File: config.mk
export PLATFORM = sky130hd
export DESIGN_NAME = pc_fetch_unit
export DESIGN_NICKNAME = d
export VERILOG_FILES = /design/src/rtl/pc_fetch_unit.sv
export SDC_FILE = /design/constraint.sdc
export NUM_CORES = 1
export LEC_CHECK = 0
export BUFFER_PORTS_ARGS = -buffer_cell sky130_fd_sc_hd__buf_4
export CAP_MARGIN = 10
export CORE_UTILIZATION = 47
export DETAILED_ROUTE_END_ITERATION = 6
export GPL_ROUTABILITY_DRIVEN = 0
export PLACE_DENSITY = 0.76
export RECOVER_POWER = 25
export SLEW_MARGIN = 20
export SYNTH_ARGS = -nofsm -noshare
export SYNTH_HDL_FRONTEND = slang
export SYNTH_SLANG_ARGS = --single-unit
File: constraint.sdc
create_clock -name Clk -period 1.96 [get_ports Clk]
set_input_delay 0.098 -clock Clk [delete_from_list [all_inputs] [get_ports Clk]]
set_output_delay 0.098 -clock Clk [all_outputs]
set_load 0.1 [all_outputs]
File: src/rtl/pc_fetch_unit.sv
// Program counter and fetch sequencer: drives the instruction ROM address and
// provides the run/done handshake with a saturating cycle counter.
module pc_fetch_unit #(
  parameter int unsigned W  = 8,
  parameter int unsigned PW = 10,
  parameter int unsigned CW = 16
) (
  input  logic          Clk,
  input  logic          Reset,
  input  logic          Start,
  input  logic          Halt,
  input  logic          Stall,
  input  logic          Jump,
  input  logic [W-1:0]  JumpReg,
  input  logic          Branch,
  input  logic          BranchTaken,
  input  logic [W-1:0]  Offset,
  output logic [PW-1:0] PC,
  output logic          InstrValid,
  output logic          Running,
  output logic          Done,
  output logic [CW-1:0] CycleCount
);

  typedef enum logic [1:0] {
    StIdle = 2'd0,
    StRun  = 2'd1,
    StDone = 2'd2
  } state_t;

  state_t        state;
  state_t        stateNext;
  logic [PW-1:0] pcNext;
  logic [CW-1:0] countNext;
  logic [PW-1:0] jumpTarget;
  logic [PW-1:0] offsetExt;
  logic [PW-1:0] branchTarget;

  // JumpReg is zero-extended (or truncated) to PC width; Offset is sign-extended.
  assign jumpTarget   = PW'(JumpReg);
  assign offsetExt    = PW'($signed(Offset));
  assign branchTarget = PC + offsetExt;

  // Next-state, next-PC and next-count selection.
  always_comb begin
    stateNext = state;
    pcNext    = PC;
    countNext = CycleCount;
    case (state)
      StIdle, StDone: begin
        if (Start) begin
          stateNext = StRun;
          pcNext    = '0;
          countNext = '0;
        end
      end
      StRun: begin
        if (CycleCount != {CW{1'b1}}) countNext = CycleCount + CW'(1);
        // A stall freezes the PC and defers Halt, Jump and Branch.
        if (!Stall) begin
          if (Halt)                       stateNext = StDone;
          else if (Jump)                  pcNext    = jumpTarget;
          else if (Branch && BranchTaken) pcNext    = branchTarget;
          else                            pcNext    = PC + PW'(1);
        end
      end
      default: stateNext = StIdle;
    endcase
  end

  // State, PC, counter and status flags.
  always_ff @(posedge Clk) begin
    if (Reset) begin
      state      <= StIdle;
      PC         <= '0;
      CycleCount <= '0;
      Running    <= 1'b0;
      Done       <= 1'b0;
    end else begin
      state      <= stateNext;
      PC         <= pcNext;
      CycleCount <= countNext;
      Running    <= (stateNext == StRun);
      Done       <= (stateNext == StDone);
    end
  end

  // Valid fetch only in a running, non-stalled cycle.
  assign InstrValid = (state == StRun) && !Stall;

endmodule

==> summary.md, run 1 <==
| Metric | Value |
|---|---|
| Worst setup startpoint | `PC[0]` |
| Syn avg cell area | `about 8.5 um^2` |
| Ys Warns | `0` |
| Distinct cell type count after synthesis | `49` |
| Max VDD drop | `roughly 0.38 mV` |
| DR pass1 iterations | `4` |
| I/O pin count | `53` |
| Die Height | `65.2 um` |
| Clock sink total | `30` |
| Psw | `429 uW` |
| Synth top area cells | `dfxtp_1, ha_1, nor2_1, xor2_1, a21oi_1` |
| Outcome | `finished with violations` |
| Combinational share of power | `a little under a fifth` |
| Fill cells | `about 350` |
| WHS | `46.9 ps` |
| Cell taking the most area after synthesis | `dfxtp_1` |
| Hold Path Class | `in2reg` |
| Post-synthesis sequential area ratio | `about a third` |
| Setup ws final | `-60.3 ps` |
| Starting Density | `50.2%` |
| Number of global-route vias before repair | `about 1700` |
| Pin count of the biggest net entering global routing | `20` |
| Area grow syn2layout | `35.4%` |
| Critical R2R Capture | `PC[8]` |
| DR WL/cell | `14.0 um` |
| Most frequent cell after synthesis | `dfxtp_1` |
| GRT Overall Usage | `around a quarter` |
| FF-to-FF setup slack | `-60 ps` |
| Fin crit share | `103%` |
| Initial antenna violation count | `0` |
| Iter 0 DRT Violations | `130` |
| CP max FO | `2` |
| Synth Flop Type | `dfxtp_1` |
| Placed cells | `327` |
| Clk Latency, worst-skew pair | `between 200 and 300 ps` |
| Post-synth EDFFs | `0` |
| Post-synth top cells | `dfxtp_1, nor2_1, a21oi_1` |
| Port bufs | `52` |
| Synth Net Count | `between 200 and 300` |
| Area occupied by multi-input gates | `approximately 0.0012 mm^2` |
| Syn Inst Count | `220` |
| Worst Max-Slew Pin Slew | `between 1000 and 1500 ps` |
| Sequential share of power | `a little over two fifths` |
| Fin Setup TNS | `-60.3 ps` |
| Site Rows | `22` |
| Total Wirelength | `4690 um` |
| DRC | `0` |
| Placed cell area | `roughly 0.0025 mm^2` |
| Power per Cell Area | `556 mW/mm^2` |
| Worst Reg-to-Reg Cells | `8` |
| Cell Count, Final, Fillers Out | `336` |
| Critical Path AT | `~2200 ps` |
| Post-layout util | `67.9%` |
| First-pass GRT wire length | `7820 um` |
| Root Buffer | `clkbuf_8` |
| Vias/cell | `between 5 and 6` |
| CTS Buf Count | `5` |
| Setup crit end kind | `flop` |
| Lkg Pwr | `approximately 1.1 nW` |
| Final Hold Vio Count | `0` |
| Core area | `~0.0037 mm^2` |
| Setup Skew | `a little under 9 ps` |
| Fin area | `0.00254 mm^2` |
| Crit Path Category | `reg2reg` |
| Critical Path Source Type | `flop` |
| N_diodes | `0` |
| Nets | `approximately 320` |
| Dpl hpwl | `between 3000 and 4000 um` |
| Failing checks | `negative setup slack` |
| CTS max path bufs | `2` |
| Die X | `~65 um` |
| Yosys reg bits | `30` |
| RSZ-0062 raised after global routing | `true` |
| Vias | `between 1500 and 2000` |
| Max-cap violation count | `0` |
| Die area | `between 0.004 and 0.005 mm^2` |
| Async S/R FF share, synth | `0%` |
| Post-DRT Antenna Nets | `0` |
| Required time of the critical path | `2130 ps` |
| Gr ovfl total | `0` |
| Share of power burned in the clock network | `a little under two fifths` |
| Sw frac | `30.4%` |
| Share of cells above drive strength 1 | `37.2%` |
| Dpl ws | `-145 ps` |
| Reg2reg start | `PC[0]` |
| CTS tree | `built` |
| Synthesized area | `~0.0019 mm^2` |
| Tot Pwr | `between 1 and 1.5 mW` |
| Worst-path clk slew | `70 ps` |
| Crit path time final | `around 2000 ps` |
| Final setup vio count | `1` |
| Area share of the largest cell type after synthesis | `a little under a third` |
| Fmax achieved | `between 400 and 500 MHz` |
| Final Max Slew Viols | `0` |
| # hold bufs at CTS | `0` |
| Capture point of the worst path | `PC[8]` |
| Sequential Area | `654 um^2` |
| Slew margin rel. | `between 20% and 30%` |
| P_int | `around 980 uW` |
| H-tree depth | `2` |
==> worst min path at each step <==
| stage | start | end | slack (ps) | cells past startpoint |
|---|---|---|---|---|
| after floorplan | JumpReg[3] | PC[3] | 250 | 2 |
| after global placement | JumpReg[3] | PC[3] | 350 | 3 |
| after detailed placement | JumpReg[3] | PC[3] | 350 | 3 |
| after CTS | JumpReg[3] | PC[3] | 50 | 3 |
| after global routing | JumpReg[5] | PC[5] | 70 | 3 |
| final | JumpReg[5] | PC[5] | 50 | 3 |
==> sequential cells by signal, indices dropped and copies added (netlist names) <==
signal and count:
state 2, CycleCount 16, Running 1, Done 1
PC 10
==> power by group through the flow <==
| stage | clock, mW | sequential, mW | combinational (mW) |
|---|---|---|---|
| after detailed placement | 0 | 0.633 | 0.262 |
| after global placement | 0 | 0.633 | 0.260 |
| after global routing | 0.567 | 0.620 | 0.281 |
| final | 0.533 | 0.619 | 0.261 |
| after CTS | 0.532 | 0.619 | 0.264 |
| after floorplan | 0 | 0.689 | 0.116 |
==> repair_timing <==
action / CTS / global route
cloned: 0 / 0
buffers inserted: 0 / 1
endpoints found under the setup margin: 2 / 4
pin swaps: 1 / 5
resized for setup: 0 / 6
==> critical path, cell delays in order (launching register included) <==
cell and delay [ps]:
dfxtp_4 350, ha_4 160, fa_2 330, a21o_1 170, a21oi_2 140, o211ai_1 130, a21o_1 190, a21o_1 180
a211o_1 250
==> metal layers <==
layer,part of all wire (%),GRT usage [%],up-vias
li1,-,-,944
met1,48,30.7,886
met2,46,38.7,41
met3,4.2,4.17,7
met4,1.8,9.78,0
met5,0,0,-
==> logic make-up after synthesis <==
kind of cell	count (synthesis)	share of synthesized area, %
multiplexers	4	2.20
AO/OA/AOI/OAI	54	20.5
XOR/XNOR	15	7.00
AND/OR/NAND/NOR	91	26.9
buffers and inverters	15	3.73
flip-flops	30	32.0
adder cells (fa/ha/maj)	11	7.73
==> area by class of cell <==
cell class	instances	share of cell area, %
Timing Repair Buffer	69	18.3
Clock inverter	2	0.443
Inverter	6	0.885
Sequential cell	30	25.7
Multi-Input combinational cell	175	49.0
Clock buffer	6	3.25
Tap cell	48	2.36
==> layout by cell type (no fill, tap or decap), types with 5 or more instances in the layout <==
| master | netlist | layout |
|---|---|---|
| buf_4 | 1 | 55 |
| nor2_1 | 29 | 28 |
| a21oi_1 | 19 | 17 |
| dfxtp_2 | 0 | 16 |
| clkbuf_1 | 5 | 14 |
| nand2_1 | 12 | 12 |
| xor2_1 | 12 | 12 |
| and3_1 | 11 | 11 |
| dfxtp_4 | 0 | 9 |
| ha_1 | 10 | 9 |
| nor3_1 | 8 | 8 |
| inv_1 | 6 | 6 |
| clkbuf_8 | 0 | 6 |
| dfxtp_1 | 30 | 5 |
| nand3_1 | 5 | 5 |
| o21ai_0 | 6 | 5 |
| or3_1 | 5 | 5 |
| o2111ai_1 | 5 | 5 |
(Power assumes the default switching activity.)
==> run 2: changes to the inputs <==
- CORE_UTILIZATION: 47 -> 56
- PLACE_DENSITY: 0.76 -> 0.85
- clock period: 1.96 -> 2.5 ns (I/O delays scaled with it)
==> run 2 against run 1 <==
Compared with the run above:
- the flow now finishes without violations
- total power down 32%
- maximum frequency fell by 9.7%
- setup slack gained 320 ps
- critical endpoint unchanged
- clock-buffer cell count fell by 1
- sequential power down 21%
- register-to-register slack better by 320 ps
- clock skew rose by 3.8 ps
- worst hold slack got worse by 33 ps
==> summary.md, run 2 (synthesized netlist as in run 1, its figures left out) <==
| Metric | Value |
|---|---|
| Fmax achieved | `about 450 MHz` |
| Slew margin rel. | `between 20% and 30%` |
| Hold depth | `3` |
| Worst Reg-to-Reg Cells | `8` |
| Total Wirelength | `4450 um` |
| Sequential Area | `between 600 and 700 um^2` |
| Root Buffer | `clkbuf_4` |
| Psw | `~310 uW` |
| Combinational share of power | `approximately 20%` |
| GRT Overall Usage | `a little over a quarter` |
| Hold Path Class | `in2reg` |
| Largest registers | `CycleCount: 16 flops, PC: 10 flops, state: 2 flops` |
| Dpl hpwl | `roughly 3300 um` |
| Area grow syn2layout | `21.9%` |
| Crit Path Category | `reg2reg` |
| Clk Latency, worst-skew pair | `roughly 340 ps` |
| Cell Count, Final, Fillers Out | `roughly 320` |
| DR pass1 iterations | `4` |
| Sw frac | `32.5%` |
| Port bufs | `52` |
| Commonest cells after routing, fill and taps aside | `buf_4, nor2_1, dfxtp_1` |
| CTS Buf Count | `5` |
| Area occupied by multi-input gates | `roughly 0.0012 mm^2` |
| Gr ovfl total | `0` |
| Most flops, register | `CycleCount` |
| Critical Path AT | `between 2000 and 2500 ps` |
| Crit path time final | `roughly 2200 ps` |
| Fin area | `about 0.0023 mm^2` |
| Placed cells | `309` |
| Lkg Pwr | `between 0.9 and 1 nW` |
| Critical Path Source Type | `flop` |
| Outcome | `completed` |
| Max reg flops | `16` |
| Clock sink total | `30` |
| RSZ-0062 raised after global routing | `false` |
| Share of cells above drive strength 1 | `22.1%` |
| Pin count of the biggest net entering global routing | `20` |
| Worst Max-Slew Pin Slew | `approximately 1200 ps` |
| Iter 0 DRT Violations | `97` |
| DR WL/cell | `14.1 um` |
| Power per Cell Area | `~420 mW/mm^2` |
| Setup crit end kind | `flop` |
| Post-DRT Antenna Nets | `0` |
| Final Hold Vio Count | `0` |
| Number of post-CTS setup repair buffers | `0` |
| Placed cell area | `approximately 0.0023 mm^2` |
| Number of global-route vias before repair | `1639` |
| Max VDD drop | `0.271 mV` |
| H-tree depth | `2` |
| Worst setup startpoint | `PC[0]` |
| First-pass GRT wire length | `7180 um` |
| Final setup vio count | `0` |
| Fill cells | `279` |
| I/O pin count | `53` |
| N_diodes | `0` |
| Share of power burned in the clock network | `29.0%` |
| P_int | `647 uW` |
| Max-cap violation count | `0` |
| DRC | `0` |
| Vias | `1809` |
| Starting Density | `60.0%` |
| Nets | `approximately 310` |
| CTS tree | `built` |
| Setup Skew | `between 10 and 15 ps` |
| Site Rows | `20` |
| Required time of the critical path | `2740 ps` |
| Die area | `0.00359 mm^2` |
| Fin crit share | `89.5%` |
| Sequential share of power | `approximately half` |
| Most common cell after layout, fill and taps aside | `buf_4` |
| Worst-path clk slew | `100 ps` |
| Core area | `between 0.003 and 0.004 mm^2` |
| CTS max path bufs | `2` |
| Reg2reg start | `PC[0]` |
| HP Start | `JumpReg[4]` |
| Final Max Slew Viols | `0` |
| Vias/cell | `5.72` |
| Die Height | `59.9 um` |
| Die X | `between 50 and 60 um` |
| PostCTS Resize Cnt | `0` |
| # hold bufs at CTS | `0` |
| Initial antenna violation count | `0` |
| CP max FO | `3` |
-- run 2: cell types whose count changed in the layout (fill, tap and decap cells not counted), sizes merged --
cell / delta
buf: -15
clkbuf: -1
clkinv: +1
inv: -1
-- run 2: through the flow --
step	power [mW]	utilization, %	hold WS [ps]	TNS (ps)	setup WS (ps)
global placement	0.694	73.3	366	0	266
detailed placement	0.696	73.3	371	0	182
finish	0.959	73.2	13.7	0	262
global route	1.00	73.2	8.52	0	169
floorplan	0.637	-	275	-37.1	-37.1
CTS	0.965	74.8	11.5	0	257
-- run 2: area by class of cell --
type	count	share of cell area, %
multi-input cells	175	52.8
well taps	44	2.41
repair buffers	54	15.4
clock inverters	2	0.437
clock buffers	5	1.64
flip-flops and latches	30	26.4
inverters	6	0.984
-- run 2: metal layers --
metal  share of wire [%]  track usage [%]  wire, um  up-vias
met2                  47             42.4      2110       49
met4                 1.1             8.64        49        0
li1                    -                -         -      913
met5                   0                0         0        -
met1                  46             35.7      2040      841
met3                 5.5             7.14       246        6
-- run 2: worst paths after layout --
kind	end	slack, ps
worst min-delay path	PC[4]	10
worst max-delay path	PC[8]	260
worst max register to register	PC[8]	260
worst min register to register	PC[0]	510
-- run 2: worst max-delay path: stages, from the launching register on --
cell and delay (ps):
dfxtp_2 340, ha_1 220, fa_1 410, a21o_1 210, a21oi_2 180, o211ai_1 160
a21o_1 220, a21o_1 170, a211o_1 250
-- run 2: power by group through the flow --
stage	Sequential, mW	Combinational, mW	Clock [mW]
finish	0.492	0.189	0.278
detailed placement	0.503	0.193	0
global route	0.494	0.203	0.304
floorplan	0.547	0.0898	0
CTS	0.492	0.194	0.278
global placement	0.503	0.191	0
